## config.mk

```make
export PLATFORM = sky130hd
export DESIGN_NAME = uv_apb_to_bus
export DESIGN_NICKNAME = d
export VERILOG_FILES = /design/src/rtl/uv_apb_to_bus.sv
export SDC_FILE = /design/constraint.sdc
export NUM_CORES = 1
export LEC_CHECK = 0
export BUFFER_PORTS_ARGS = -buffer_cell sky130_fd_sc_hd__buf_4
export CAP_MARGIN = 5
export CORE_UTILIZATION = 45
export DETAILED_ROUTE_END_ITERATION = 10
export GPL_TIMING_DRIVEN = 0
export PLACE_DENSITY_LB_ADDON = 0.3
export REMOVE_ABC_BUFFERS = 1
export SLEW_MARGIN = 20
export SYNTH_ARGS = -nofsm -noshare
export SYNTH_HDL_FRONTEND = slang
export SYNTH_SLANG_ARGS = --single-unit
```

## constraint.sdc

```tcl
create_clock -name clk -period 1.9 [get_ports clk]
set_input_delay 0.095 -clock clk [delete_from_list [all_inputs] [get_ports clk]]
set_output_delay 0.095 -clock clk [all_outputs]
set_load 0.02 [all_outputs]
```

## src/rtl/uv_apb_to_bus.sv

```systemverilog
// APB completer that turns each APB transfer into a single req/rsp bus transaction.
// One transaction in flight; the APB access phase is stretched until the bus response returns.
module uv_apb_to_bus #(
    parameter int unsigned ALEN = 12,
    parameter int unsigned DLEN = 32,
    parameter int unsigned MLEN = DLEN / 8
) (
    input  logic            clk,
    input  logic            rst_n,

    input  logic            apb_psel,
    input  logic            apb_penable,
    input  logic [2:0]      apb_pprot,
    input  logic [ALEN-1:0] apb_paddr,
    input  logic [MLEN-1:0] apb_pstrb,
    input  logic            apb_pwrite,
    input  logic [DLEN-1:0] apb_pwdata,
    output logic [DLEN-1:0] apb_prdata,
    output logic            apb_pready,
    output logic            apb_pslverr,

    output logic            bus_req_vld,
    input  logic            bus_req_rdy,
    output logic            bus_req_read,
    output logic [ALEN-1:0] bus_req_addr,
    output logic [MLEN-1:0] bus_req_mask,
    output logic [DLEN-1:0] bus_req_data,

    input  logic            bus_rsp_vld,
    output logic            bus_rsp_rdy,
    input  logic [1:0]      bus_rsp_excp,
    input  logic [DLEN-1:0] bus_rsp_data
);

    typedef enum logic [1:0] {
        IDLE,
        REQ,
        RSP,
        DONE
    } state_t;

    state_t            state_q, state_d;

    logic [DLEN-1:0]   prdata_d;
    logic              pready_d;
    logic              pslverr_d;
    logic              req_vld_d;
    logic              req_read_d;
    logic [ALEN-1:0]   req_addr_d;
    logic [MLEN-1:0]   req_mask_d;
    logic [DLEN-1:0]   req_data_d;
    logic              rsp_rdy_d;

    // Protection attributes have no equivalent on the native bus.
    logic              unused_pprot;
    assign unused_pprot = ^apb_pprot;

    always_comb begin
        // NOTE: every signal gets a default first so no path through the case infers a latch.
        state_d    = state_q;
        prdata_d   = apb_prdata;
        pready_d   = apb_pready;
        pslverr_d  = apb_pslverr;
        req_vld_d  = bus_req_vld;
        req_read_d = bus_req_read;
        req_addr_d = bus_req_addr;
        req_mask_d = bus_req_mask;
        req_data_d = bus_req_data;
        rsp_rdy_d  = bus_rsp_rdy;

        case (state_q)
            IDLE: begin
                // Only a genuine setup phase starts a transfer; psel+penable alone is ignored.
                if (apb_psel && !apb_penable) begin
                    req_vld_d  = 1'b1;
                    req_read_d = !apb_pwrite;
                    req_addr_d = apb_paddr;
                    req_data_d = apb_pwdata;
                    req_mask_d = apb_pwrite ? apb_pstrb : {MLEN{1'b1}};
                    state_d    = REQ;
                end
            end
            REQ: begin
                if (bus_req_rdy) begin
                    req_vld_d = 1'b0;
                    rsp_rdy_d = 1'b1;
                    state_d   = RSP;
                end
            end
            RSP: begin
                if (bus_rsp_vld) begin
                    if (bus_req_read) begin
                        prdata_d = bus_rsp_data;
                    end
                    pslverr_d = |bus_rsp_excp;
                    pready_d  = 1'b1;
                    rsp_rdy_d = 1'b0;
                    state_d   = DONE;
                end
            end
            DONE: begin
                pready_d  = 1'b0;
                pslverr_d = 1'b0;
                state_d   = IDLE;
            end
            default: state_d = IDLE;
        endcase
    end

    always_ff @(posedge clk) begin
        if (!rst_n) begin
            state_q      <= IDLE;
            apb_prdata   <= '0;
            apb_pready   <= 1'b0;
            apb_pslverr  <= 1'b0;
            bus_req_vld  <= 1'b0;
            bus_req_read <= 1'b0;
            bus_req_addr <= '0;
            bus_req_mask <= '0;
            bus_req_data <= '0;
            bus_rsp_rdy  <= 1'b0;
        end else begin
            // NOTE: non-blocking so every register updates from the pre-edge values together.
            state_q      <= state_d;
            apb_prdata   <= prdata_d;
            apb_pready   <= pready_d;
            apb_pslverr  <= pslverr_d;
            bus_req_vld  <= req_vld_d;
            bus_req_read <= req_read_d;
            bus_req_addr <= req_addr_d;
            bus_req_mask <= req_mask_d;
            bus_req_data <= req_data_d;
            bus_rsp_rdy  <= rsp_rdy_d;
        end
    end

endmodule

```

# Word level (Yosys, flattened, before mapping)
# Index checks and enable logic that the tools add are counted.
# word_totals
reg_bits	87
output_inout_bits	85
elab_cells	45
in_bits	92
# classes
n_reduce_logical	14
n_eq_ne	6
n_mux	15
# op_table
cell	count
3-bit AND reduction	4
1-bit case mux with 2 select lines	4
2-bit case mux with 4 select lines	1
1-bit two-way mux	6
2-bit two-way mux	3
2-bit != test (second input constant)	3
2-bit nonzero test	3
2-bit equality test (second input constant)	2
4-bit two-way mux	1
2-bit AND reduction	2
2-bit by 1-bit equality test with 1-bit output (second input constant)	1
1-bit zero test	2
2-bit zero test	1
2-bit OR reduction	1
1-bit logical AND	1

# Logic depth before layout (Yosys ltp)
# depth
depth_word	4
depth_mapped	7

# Least setup slack after synthesis
# Ideal clock, no wire load.
# synth_timing
path_type	reg-to-reg
startpoint	register state_q[0]
endpoint	register state_q[1]
slack_ns	0.410
arrival_time_ns	1.419
path_stages_with_launch	6
period_less_slack_ns	1.490
path_buffers	0
cell_sequence	dfxtp_1 -> inv_1 -> ha_1 -> and2b_2 -> a211oi_1 -> mux2i_1
# synth_between
elab_chain_len	3
word_cells_on_any_way	9
cone_classes	eq/ne (6); mux (1); reduce/logical (2)
# synth_rtl
element	line	text
from (decl)	42	state_t state_q, state_d;
from (signal assigned)	124	state_q <= state_d;
2-bit by 1-bit equality test with 1-bit output, or another cell as far along	71	case (state_q)
2-bit != test (no source line)	n/a	
3-bit AND reduction (no source line)	n/a	
# Several ways; a longest one is shown, not always the timed one.
# A chain may end at the register's enable or synchronous reset.

# Worst setup path after layout
# layout_timing
startpoint	register state_q[0]
endpoint	register bus_req_mask[3]
# layout_between
elab_chain_len	2
# layout_rtl
element	line	text
2-bit zero test	71	
2-bit AND reduction (no source line)	n/a	
to (signal assigned)	131	bus_req_mask <= req_mask_d;
to (decl)	26	output logic [MLEN-1:0] bus_req_mask,
# No other way between the ends.

==> results.txt <==
----------------------------------------------------
[Pwr]
  Internal power ... 3.377 mW
  Net Sw Power ... 1.511 mW
  Share of total power in sequential cells ... ~43%
  Clk pwr share ... 27.4%
  Net switching fraction of the power ... 30.92%
  Power per cell area ... ~870 mW/mm^2
  Leakage power ... roughly 2.5 nW
  Total design power ... 4.888 mW
  Combinational Power Share ... 29.2%
  Worst IR drop on VDD ... 0.5345 mV

[Placement]
  Final weighted congestion in routability-driven placement ... slightly below 0.8
  DP Area ... ~0.0047 sq mm
  HPWL reported at the end of detailed placement ... 5897 um
  Buffers added on ports ... 173
  Post-placement worst setup slack ... -217.2 ps

[Timing]
  Fraction of the cycle the final worst path needs ... 90.98%
  Fmax ... 0.5785 GHz
  Setup total negative slack ... 0 ps
  Final count of pins violating max slew ... 0
  Transition time at the pin with the least slew margin ... 731.3 ps
  Post-layout worst setup margin ... 171.3 ps
  Max-Slew Margin vs Limit ... 51.24%
  Count of endpoints failing setup in the final report ... 0
  Setup skew after layout ... 9.901 ps
  Hold violation count in the final report ... 0
  Time the final worst path needs with I/O delays and setup ... 1729 ps
  Unrepaired setup endpoints after global routing ... no

[Global route]
  Number of global-route vias before repair ... 3375
  Gr ovfl total ... 0
  Number of antenna violations at the first check in global routing ... 0
  Pin count of the biggest net entering global routing ... 90
  Wire length of the first global-routing pass ... between 15000 and 20000 um
  GR Util All Layers ... approximately 25%

[Detailed routing]
  DRC violation count after routing ... 0
  First DRT Iteration DRCs ... 90
  First-pass DRT Iterations ... 4
  Post-detailed-routing wire length ... slightly below 10000 um
  Per-cell via count in the routed design ... about 4.8
  Via count ... between 3000 and 4000
  Wire length per cell ... 13.83 um
  Remaining antenna violation count ... 0

[Min path]
  Hold path cells ... 3
  Hold_sp ... apb_pwdata[31]
  Hold Path Sink ... bus_req_data[31]
  Type of the worst min-delay path ... in -> reg

[Finish]
  Combined area of the multi-input logic cells ... 0.001524 sq mm
  Share of post-route cells with drive strength above 1 ... 32.10%
  Antenna fix cells ... 0
  Filler cells ... 473
  Area growth from synthesis to layout ... 64.11%
  Final Net Count ... 713
  Final instance area ... 0.005595 sq mm
  Most common library cell in the layout ignoring fill and taps ... buf_4
  Most frequent cells in the layout ... 174 x buf_4, 156 x nand2_1, 87 x dfxtp_1
  Sequential cell area ... 0.001742 sq mm

[Critical path]
  Kind of start point of the critical path ... flip-flop
  Kind of critical path ... reg -> reg
  Cell with the largest stage delay on the worst path ... and3b_2
  Flop-to-flop setup slack ... 170 ps
  R2R Path Start ... state_q[0]
  CP arrival ... 1960 ps
  Number of cells on the critical path ... 6
  Kind of capture point of the worst setup path ... flip-flop
  Highest cell delay on the worst timing path ... 400 ps
  Ordered list of cells on the worst path ... inv_1, ha_1, and3b_2, buf_12, nand3b_1, o211a_1
  Critical path buffers and inverters ... 2
  CP required ... 2130 ps
  Count of cells along the worst register-to-register path ... 6
  Maximum net fanout on the critical path ... between 40 and 50
  Endpoint of the most critical register-to-register path ... bus_req_mask[3]
  Critical path's top delay family ... simple AND/OR/NAND/NOR gates

[Clocking]
  Num CTS Buffers ... 9
  Max clock buf depth ... 2
  Master cell of the clock root buffer ... clkbuf_8
  Clock transition time at the flip-flop clock pins of the worst setup and hold paths ... 90 ps
  TritonCTS clock tree ... yes
  CTS HTree Levels ... 3
  Skew-Pair Late Insertion Delay ... 340 ps
  Sinks on Clock Net ... between 80 and 90

[Die]
  Overall die area ... about 0.0079 sq mm
  Core Rows ... 31
  Die X-Extent ... 89.05 um
  Placeable Area ... 0.007292 sq mm
  Initial core utilization ... 46.76%
  Number of ports placed on the die boundary ... 177
  Vertical die dimension ... 89.05 um

[Synth]
  Instance count of the mapped netlist ... between 300 and 400
  Library cell occupying the most area in the post-synthesis netlist ... dfxtp_1
  Fraction of the yosys area taken by sequential cells ... 51.08%
  Leading cell types by total area after synthesis ... dfxtp_1 51%, nand2_1 17%, a21boi_1 11%
  Seq cells post-synth ... 87
  Post-synth design cell area ... 0.003410 sq mm
  Post-Syn Area per Cell ... 8.742 sq um
  Area share of the largest cell type after synthesis ... 51.08%
  Cell variety after synth ... 25
  Number of synthesis warnings ... 0

[Outcome]
  Outcome ... completed

[Flow run]
  Number of violations of the max-capacitance limit ... 0

----------------------------------------------------
## flip-flops by register name, summed over array words and instances, names as in the netlist
| name | count |
|---|---|
| bus_req_data | 32 |
| bus_req_vld | 1 |
| bus_req_read | 1 |
| bus_req_addr | 12 |
| apb_prdata | 32 |
| apb_pready | 1 |
| bus_rsp_rdy | 1 |
| bus_req_mask | 4 |
| apb_pslverr | 1 |
| state_q | 2 |
## power by group through the flow
stage | logic, mW | registers (mW) | clock network [mW]
final | 1.43 | 2.12 | 1.34
after global routing | 1.56 | 2.15 | 1.42
after CTS | 1.41 | 2.12 | 1.36
after detailed placement | 1.30 | 2.16 | 0
after global placement | 1.22 | 2.15 | 0
after floorplan | 0.498 | 2.35 | 0
## tightest hold or removal path: cells and delay by family
kind                   cells  cell delay (ps)
buffers and inverters      1              110
AND/OR/NAND/NOR            1               60
AO/OA/AOI/OAI              1               60
## synth_stat cells
library cell,number
inv_1,3
o211a_1,6
a211oi_1,2
a21oi_1,1
a21boi_1,49
nand3_1,1
nor2_1,3
and3b_2,1
and3_1,1
o21a_1,3
mux2i_1,2
clkbuf_1,10
ha_1,6
nand2_1,156
buf_4,6
o21ai_0,2
and2b_2,2
and3b_1,1
buf_2,7
a2111o_1,1
a21boi_0,29
nand2b_1,3
nand3b_1,5
buf_6,3
dfxtp_1,87
## repair_timing
action                     CTS  global route
cloned                       0             0
resized for setup            1             2
setup endpoints to repair   32            52
pin swaps                    0             1
hold buffers                63             0
hold endpoints to repair    63             0
setup buffers                0             1
## area by class of cell
cell class,instances,share of cell area [%]
clock buffer,11,2.706
multi-input combinational,274,27.24
tap,99,2.214
sequential,87,31.13
inverter,3,0.2013
timing repair buffer,240,35.51
clock inverter,5,1.006
## metrics by stage
step	utilization, %	hold WS [ps]	cells
detailed placement	64.96	351.6	639
global placement	64.19	342.5	636
finish	76.73	14.63	719
global route	76.73	20.87	719
floorplan	-	212.5	364
CTS	76.48	0.3618	718
## per-layer routing
layer / share of wire, % / global-route usage [%] / vias to the layer above
li1: - / - / 1718
met3: 9.9 / 8.403 / 28
met2: 48 / 44.76 / 148
met5: 0 / 0 / -
met4: 2.6 / 12.55 / 0
met1: 40 / 25.42 / 1537
## logic make-up (layout without fill, tap and decap cells)
| kind of cell | Yosys count | in the layout | share of synthesized area (%) |
|---|---|---|---|
| muxes | 2 | 2 | 0.5872 |
| and+or+nand+nor | 173 | 173 | 20.55 |
| AOI/OAI and AO/OA | 93 | 93 | 20.81 |
| DFF | 87 | 87 | 51.08 |
| adders and majority gates | 6 | 6 | 2.202 |
| buffers and inverters | 29 | 259 | 4.770 |
## worst max-delay path by stage
stage,slack [ps],start,end
6_report,170,state_q[0],bus_req_mask[3]
5_1_grt,20,state_q[0],apb_prdata[15]
4_1_cts,50,state_q[0],bus_req_data[18]
3_5_place_dp,-220,state_q[0],apb_prdata[26]
3_3_place_gp,-700,state_q[0],bus_req_mask[2]
2_1_floorplan,-190,state_q[0],bus_req_mask[0]
(Power assumes the default switching activity.)
